==> src/rtl/hack_bus_pkg.sv <==
// Shared definitions for the Hack I/O write path: target select codes,
// the buffered {sel, data} entry type and the statistics counter width.
package hack_bus_pkg;

  localparam int HACK_WIDTH = 16;

  localparam logic [1:0] SEL_A = 2'd0;
  localparam logic [1:0] SEL_B = 2'd1;
  localparam logic [1:0] SEL_C = 2'd2;
  localparam logic [1:0] SEL_D = 2'd3;

  localparam int STATS_CNT_W = 8;

  typedef struct packed {
    logic [1:0]            sel;
    logic [HACK_WIDTH-1:0] data;
  } io_entry_t;

  // One-hot decode of a target select code (bit k set for target k).
  function automatic logic [3:0] sel_onehot(input logic [1:0] sel);
    logic [3:0] hot;
    case (sel)
      SEL_A:   hot = 4'b0001;
      SEL_B:   hot = 4'b0010;
      SEL_C:   hot = 4'b0100;
      SEL_D:   hot = 4'b1000;
      default: hot = 4'b0000;
    endcase
    return hot;
  endfunction

endpackage

==> src/rtl/dmux4way_stream_if.sv <==
// Upstream valid/ready word port plus the four downstream target channels.
// master = the side driving words in and readys; slave = the demultiplexer.
interface dmux4way_stream_if #(parameter int WIDTH = 16);
  logic             in_valid;
  logic             in_ready;
  logic [1:0]       in_sel;
  logic [WIDTH-1:0] in_data;
  logic [WIDTH-1:0] out_data;
  logic             a_valid, b_valid, c_valid, d_valid;
  logic             a_ready, b_ready, c_ready, d_ready;

  modport master (
    output in_valid, in_sel, in_data, a_ready, b_ready, c_ready, d_ready,
    input  in_ready, out_data, a_valid, b_valid, c_valid, d_valid
  );

  modport slave (
    input  in_valid, in_sel, in_data, a_ready, b_ready, c_ready, d_ready,
    output in_ready, out_data, a_valid, b_valid, c_valid, d_valid
  );
endinterface

==> src/rtl/dmux4way_stream_fifo2_skid.sv <==
// fifo2_skid: generic 2-entry valid/ready FIFO. in_ready depends only on
// the registered occupancy, so there is no ready path from the output side
// back to the input side. out_data reads 0 while empty.
module fifo2_skid #(parameter int W = 18) (
  input  logic         clk,
  input  logic         reset,
  input  logic         in_valid,
  output logic         in_ready,
  input  logic [W-1:0] in_data,
  output logic         out_valid,
  input  logic         out_ready,
  output logic [W-1:0] out_data
);

  logic [W-1:0] mem [2];
  logic         rd_ptr;
  logic         wr_ptr;
  logic [1:0]   count;
  logic         push;
  logic         pop;

  // Handshake decode and head read from registered state.
  always_comb begin
    in_ready  = (count != 2'd2);
    out_valid = (count != 2'd0);
    push      = in_valid && in_ready;
    pop       = out_valid && out_ready;
    if (out_valid) begin
      out_data = mem[rd_ptr];
    end else begin
      out_data = '0;
    end
  end

  // Storage, pointers and occupancy; a push and a pop together leave count unchanged.
  always_ff @(posedge clk or posedge reset) begin
    if (reset) begin
      mem[0] <= '0;
      mem[1] <= '0;
      rd_ptr <= 1'b0;
      wr_ptr <= 1'b0;
      count  <= 2'd0;
    end else begin
      if (push) begin
        mem[wr_ptr] <= in_data;
        wr_ptr      <= ~wr_ptr;
      end
      if (pop) begin
        rd_ptr <= ~rd_ptr;
      end
      case ({push, pop})
        2'b10:   count <= count + 2'd1;
        2'b01:   count <= count - 2'd1;
        default: count <= count;
      endcase
    end
  end

endmodule

==> src/rtl/dmux4way_stream.sv <==
// dmux4way_stream: registered, flow-controlled 4-way demultiplexer.
// Words {sel, data} are buffered in a 2-entry FIFO; the head entry is
// presented on out_data and its valid is steered to target a/b/c/d.
// Only the selected target's ready can pop the head (head-of-line blocking).
// Optional feature macro: DMUX4WAY_STREAM_STATS_EN adds xfer_cnt, four
// wrapping 8-bit per-target pop counters ([7:0]=a ... [31:24]=d).
module dmux4way_stream
  import hack_bus_pkg::*;
#(
  parameter int WIDTH = 16
) (
  input  logic clk,
  input  logic reset,
  dmux4way_stream_if.slave bus
`ifdef DMUX4WAY_STREAM_STATS_EN
  ,
  output logic [4*STATS_CNT_W-1:0] xfer_cnt
`endif
);

  logic [WIDTH+1:0] in_word;
  logic [WIDTH+1:0] head_word;
  logic             head_valid;
  logic             head_ready;
  logic [1:0]       head_sel;
  logic [3:0]       head_hot;
  logic [3:0]       hit;
  logic [3:0]       tgt_ready;

  assign in_word = {bus.in_sel, bus.in_data};

  fifo2_skid #(.W(WIDTH + 2)) u_fifo (
    .clk       (clk),
    .reset     (reset),
    .in_valid  (bus.in_valid),
    .in_ready  (bus.in_ready),
    .in_data   (in_word),
    .out_valid (head_valid),
    .out_ready (head_ready),
    .out_data  (head_word)
  );

  // Valid decode for the head entry and ready mux from its selected target.
  always_comb begin
    head_sel  = head_word[WIDTH+1:WIDTH];
    head_hot  = sel_onehot(head_sel);
    tgt_ready = {bus.d_ready, bus.c_ready, bus.b_ready, bus.a_ready};
    if (head_valid) begin
      hit = head_hot;
    end else begin
      hit = 4'b0000;
    end
    head_ready = |(head_hot & tgt_ready);
  end

  assign bus.a_valid  = hit[0];
  assign bus.b_valid  = hit[1];
  assign bus.c_valid  = hit[2];
  assign bus.d_valid  = hit[3];
  assign bus.out_data = head_word[WIDTH-1:0];

`ifdef DMUX4WAY_STREAM_STATS_EN
  logic [STATS_CNT_W-1:0] cnt [4];

  // Count completed pops per target; counters wrap naturally.
  always_ff @(posedge clk or posedge reset) begin
    if (reset) begin
      cnt[0] <= '0;
      cnt[1] <= '0;
      cnt[2] <= '0;
      cnt[3] <= '0;
    end else if (head_valid && head_ready) begin
      cnt[head_sel] <= cnt[head_sel] + STATS_CNT_W'(1);
    end else begin
      cnt[head_sel] <= cnt[head_sel];
    end
  end

  assign xfer_cnt = {cnt[3], cnt[2], cnt[1], cnt[0]};
`endif

endmodule

==> src/flat_wrapper.sv <==
// flat-port wrapper written by rule: the top's interface ports become plain ports
module dmux4way_stream_flat import hack_bus_pkg::*;
#(
  parameter int WIDTH = 16
)
  (clk, reset, bus_in_valid, bus_in_sel, bus_in_data, bus_a_ready, bus_b_ready, bus_c_ready, bus_d_ready, bus_in_ready, bus_out_data, bus_a_valid, bus_b_valid, bus_c_valid, bus_d_valid);
  dmux4way_stream_if #(.WIDTH(WIDTH)) bus_i ();
  input  logic clk;
  input  logic reset;
  input wire logic [$bits(bus_i.in_valid)-1:0] bus_in_valid;
  input wire logic [$bits(bus_i.in_sel)-1:0] bus_in_sel;
  input wire logic [$bits(bus_i.in_data)-1:0] bus_in_data;
  input wire logic [$bits(bus_i.a_ready)-1:0] bus_a_ready;
  input wire logic [$bits(bus_i.b_ready)-1:0] bus_b_ready;
  input wire logic [$bits(bus_i.c_ready)-1:0] bus_c_ready;
  input wire logic [$bits(bus_i.d_ready)-1:0] bus_d_ready;
  output wire logic [$bits(bus_i.in_ready)-1:0] bus_in_ready;
  output wire logic [$bits(bus_i.out_data)-1:0] bus_out_data;
  output wire logic [$bits(bus_i.a_valid)-1:0] bus_a_valid;
  output wire logic [$bits(bus_i.b_valid)-1:0] bus_b_valid;
  output wire logic [$bits(bus_i.c_valid)-1:0] bus_c_valid;
  output wire logic [$bits(bus_i.d_valid)-1:0] bus_d_valid;
  assign bus_i.in_valid = bus_in_valid;
  assign bus_i.in_sel = bus_in_sel;
  assign bus_i.in_data = bus_in_data;
  assign bus_i.a_ready = bus_a_ready;
  assign bus_i.b_ready = bus_b_ready;
  assign bus_i.c_ready = bus_c_ready;
  assign bus_i.d_ready = bus_d_ready;
  assign bus_in_ready = bus_i.in_ready;
  assign bus_out_data = bus_i.out_data;
  assign bus_a_valid = bus_i.a_valid;
  assign bus_b_valid = bus_i.b_valid;
  assign bus_c_valid = bus_i.c_valid;
  assign bus_d_valid = bus_i.d_valid;
  dmux4way_stream #(.WIDTH(WIDTH)) u_core (.clk(clk), .reset(reset), .bus(bus_i));
endmodule
==> config.mk <==
export PLATFORM = sky130hd
export DESIGN_NAME = dmux4way_stream_flat
export DESIGN_NICKNAME = d
export VERILOG_FILES = /design/src/rtl/hack_bus_pkg.sv /design/src/rtl/dmux4way_stream_if.sv /design/src/rtl/dmux4way_stream_fifo2_skid.sv /design/src/rtl/dmux4way_stream.sv /design/src/flat_wrapper.sv
export SDC_FILE = /design/constraint.sdc
export NUM_CORES = 1
export LEC_CHECK = 0
export CORE_UTILIZATION = 49
export DETAILED_ROUTE_END_ITERATION = 8
export GPL_TIMING_DRIVEN = 0
export PLACE_DENSITY = 0.79
export SLEW_MARGIN = 25
export SYNTH_ARGS = -nofsm -noshare
export SYNTH_HDL_FRONTEND = slang
export SYNTH_HIERARCHICAL = 1
export SYNTH_SLANG_ARGS = --single-unit
==> constraint.sdc <==
create_clock -name clk -period 2.93 [get_ports clk]
set_clock_uncertainty 0.05 [all_clocks]
set_input_delay 0.293 -clock clk [delete_from_list [all_inputs] [get_ports clk]]
set_output_delay 0.293 -clock clk [all_outputs]
set_load 0.01 [all_outputs]
==> impl_metrics.py <==
metrics = {
    "synth": {
        "synth-seq-cells": 40,
        "synthesis.area_sq_um": 1940,
        "synth_nets": 165,
        "yosys.area.top_type": "dfrtp_1",
        "synthCells": 139,
        "syn_area_per_cell_sq_um": 13.9,
        "yosysWarningCount": 6,
        "yosysSeqAreaShare_pct": 51.7,
        "synth_top_area_share_pct": 51.7,
        "synth_cell_types": 22,
        "netlist_top_cells_area": "dfrtp_1 (52%), mux2_2 (15%), mux2i_1 (9.3%)",
    },
    "sta": {
        "finalSetupViolCount": 0,
        "slew_headroom_pct": 67.0,
        "drv_slew": 0,
        "setup_ws_ps": 205,
        "finalCriticalPeriod_ps": 2730,
        "clock.fmax_mhz": 367,
        "rsz0062_at_grt": "false",
        "setup_tns_ps": 0,
        "fin_crit_sh_pct": 93.0,
        "tightestPinTransition_ps": 495,
        "hold_viol": 0,
    },
    "floorplan": {
        "fp.dieW_microns": 64.9,
        "initial_core_util_pct": 52.1,
        "fp-row-count": 22,
        "die_area_sq_um": 4210,
        "die_h_microns": 64.9,
        "core_area_sq_um": 3720,
        "ios": 46,
    },
    "cts": {
        "cts_resized": 0,
        "cts_buffer_depth": 2,
        "cts_buffers": 5,
        "root_buffer": "clkbuf_8",
        "clock_latency_ps": 280,
        "cts_post_setup_buffers_inserted": 0,
        "cts-hold-fix-buffers": 0,
        "htreeDepth": 2,
        "clock-sinks": 40,
        "path_clk_slew_ps": 70,
        "tritoncts": "built",
    },
    "detailed_routing": {
        "via_per_inst": 5.05,
        "route.vias.total": 1217,
        "wl_per_cell_microns": 14.8,
        "antenna_left": 0,
        "drc": 0,
        "first_iter_violations": 44,
        "drtPass1Iterations": 4,
        "routed_wl_microns": 3560,
    },
    "pwr": {
        "leakage_nw": 1.15,
        "switching_share_pct": 33.0,
        "internal-power_mw": 2.09,
        "peakVddDrop_uv": 633,
        "clockPowerShare_pct": 11.4,
        "comb_power_share_pct": 56.6,
        "p_switching_mw": 1.03,
        "powerDensity_nw_per_um2": 1220,
        "pwr-share-seq_pct": 32.0,
    },
    "worst_setup_path": {
        "reg2reg_depth": 8,
        "path_class": "reg -> out",
        "cp_data_arrival_time_ps": 2380,
        "r2r_start": "u_core/u_fifo/count[1]$_DFFE_PP0P_",
        "worst-path-buf-inv": 4,
        "reg2reg_to": "u_core/u_fifo/count[1]$_DFFE_PP0P_",
        "cp_cell_sequence": "nor2_1, buf_2, buf_1, inv_1, and3b_2, clkdlybuf4s50_1",
        "crit_fanout": 10,
        "path_delay_family": "buffers and inverters",
        "startpoint": "u_core/u_fifo/count[0]$_DFFE_PP0P_",
        "cp.required_ps": 2590,
        "start_kind": "register",
        "crit_slowest_cell": "clkdlybuf4s50_1",
        "critPathCaptureType": "output pin",
        "worst-path-stages": 6,
        "regToRegSetupSlack_ps": 470,
        "cpPeakStageDelay_ps": 470,
    },
    "cells_and_area": {
        "final_common_cell": "clkdlybuf4s50_1",
        "mostFrequentLayoutCells": "clkdlybuf4s50_1 (45), dfrtp_1 (40), mux2_2 (26)",
        "final_core_util_pct": 68.8,
        "layout-drive-gt1-share_pct": 29.5,
        "fin_nets": 218,
        "antenna_cells": 0,
        "final_cell_count_no_fill": 241,
        "area_delta_synth_final_pct": 32.0,
    },
    "place": {
        "hpwlAfterDp_microns": 2630,
        "place_ws_ps": 457,
        "place.gp.congestion": 0.645,
        "placed_cells": 233,
        "io_buffers": 45,
    },
    "global_route": {
        "antenna_found_initial": 0,
        "grt_pass1_wl_microns": 6100,
        "grt_max_degree": 31,
        "grt_usage_pct": 19.7,
        "grt_pass1_vias": 1349,
        "grt.overflow.total": 0,
    },
    "min_path": {
        "hold_class": "in -> async",
    },
    "run_status": {
        "outcome": "complete, no violations",
    },
    "job": {
        "drv_cap": 0,
    },
}
through the flow:
step | total power, mW | hold slack (ps) | cell area [sq um]
after floorplan | 2.10 | 391 | 1940
after global placement | 2.72 | 435 | 2450
after detailed placement | 2.79 | 442 | 2470
after CTS | 3.16 | 196 | 2560
after global routing | 3.36 | 211 | 2560
final | 3.12 | 198 | 2560
state kept, by name, indices dropped and copies added, names as in the netlist:
register,flops
u_core/u_fifo/rd_ptr,1
u_core/u_fifo/count,2
u_core/u_fifo/wr_ptr,1
u_core/u_fifo/mem,36
how the worst max path moves through the flow:
stage                                                    end  slack, ps
after CTS                                        bus_d_valid        170
after floorplan           u_core/u_fifo/count[1]$_DFFE_PP0P_        690
final                                            bus_c_valid        200
after global routing                             bus_d_valid         30
after global placement                           bus_c_valid        490
after detailed placement  u_core/u_fifo/count[1]$_DFFE_PP0P_        460
layout make-up:
class | instances | area, sq um
Buffer | 7 | 61.3
Clock buffer | 8 | 90.1
Fill cell | 279 | 1160
Inverter | 2 | 7.51
Multi-Input combinational cell | 90 | 867
Sequential cell | 40 | 1000
Tap cell | 48 | 60.1
Timing Repair Buffer | 46 | 470
layer usage:
layer / vias up / GRT usage, % / wire, microns
li1: 584 / - / -
met1: 594 / 23.6 / 1540
met2: 34 / 34.2 / 1810
met3: 5 / 4.93 / 175
met4: 0 / 6.67 / 35
met5: - / 0 / 0
synth_stat cells:
library cell / count
buf_12: 1
ha_1: 1
mux2_2: 26
xor2_1: 2
nand3b_4: 1
mux2_4: 10
dfrtp_1: 40
xnor2_1: 3
buf_1: 1
nor3b_1: 1
nor2b_1: 1
mux4_2: 1
buf_6: 2
nor2_1: 20
inv_1: 2
buf_2: 3
mux2i_1: 18
and3_2: 1
nand2b_4: 1
nand2_1: 1
and3_4: 1
and3b_2: 2
logic make-up after synthesis:
kind of cell	count (synthesis)	share of synthesized area, %
mux	55	33.3
flops	40	51.7
simple gates	29	8.53
buf+inv	9	3.55
xor+xnor	5	2.26
fa+ha+maj	1	0.646
power by group through the flow:
stage          sequential, mW  clock [mW]  combinational, mW
6_report                 1.00       0.356               1.77
2_1_floorplan           0.963           0               1.14
5_1_grt                  1.04       0.404               1.92
4_1_cts                  1.00       0.373               1.79
3_3_place_gp            0.986           0               1.73
3_5_place_dp             1.01           0               1.78
worst register-to-register path, delay by kind of cell (launching register included):
family / cells / cell delay, ps
buffers and inverters: 1 / 190
muxes: 1 / 530
adders and majority gates: 1 / 340
DFF: 1 / 430
and+or+nand+nor: 4 / 680
xor gates and xnor gates: 1 / 160
Note: power is estimated with default switching activity, not from simulation.
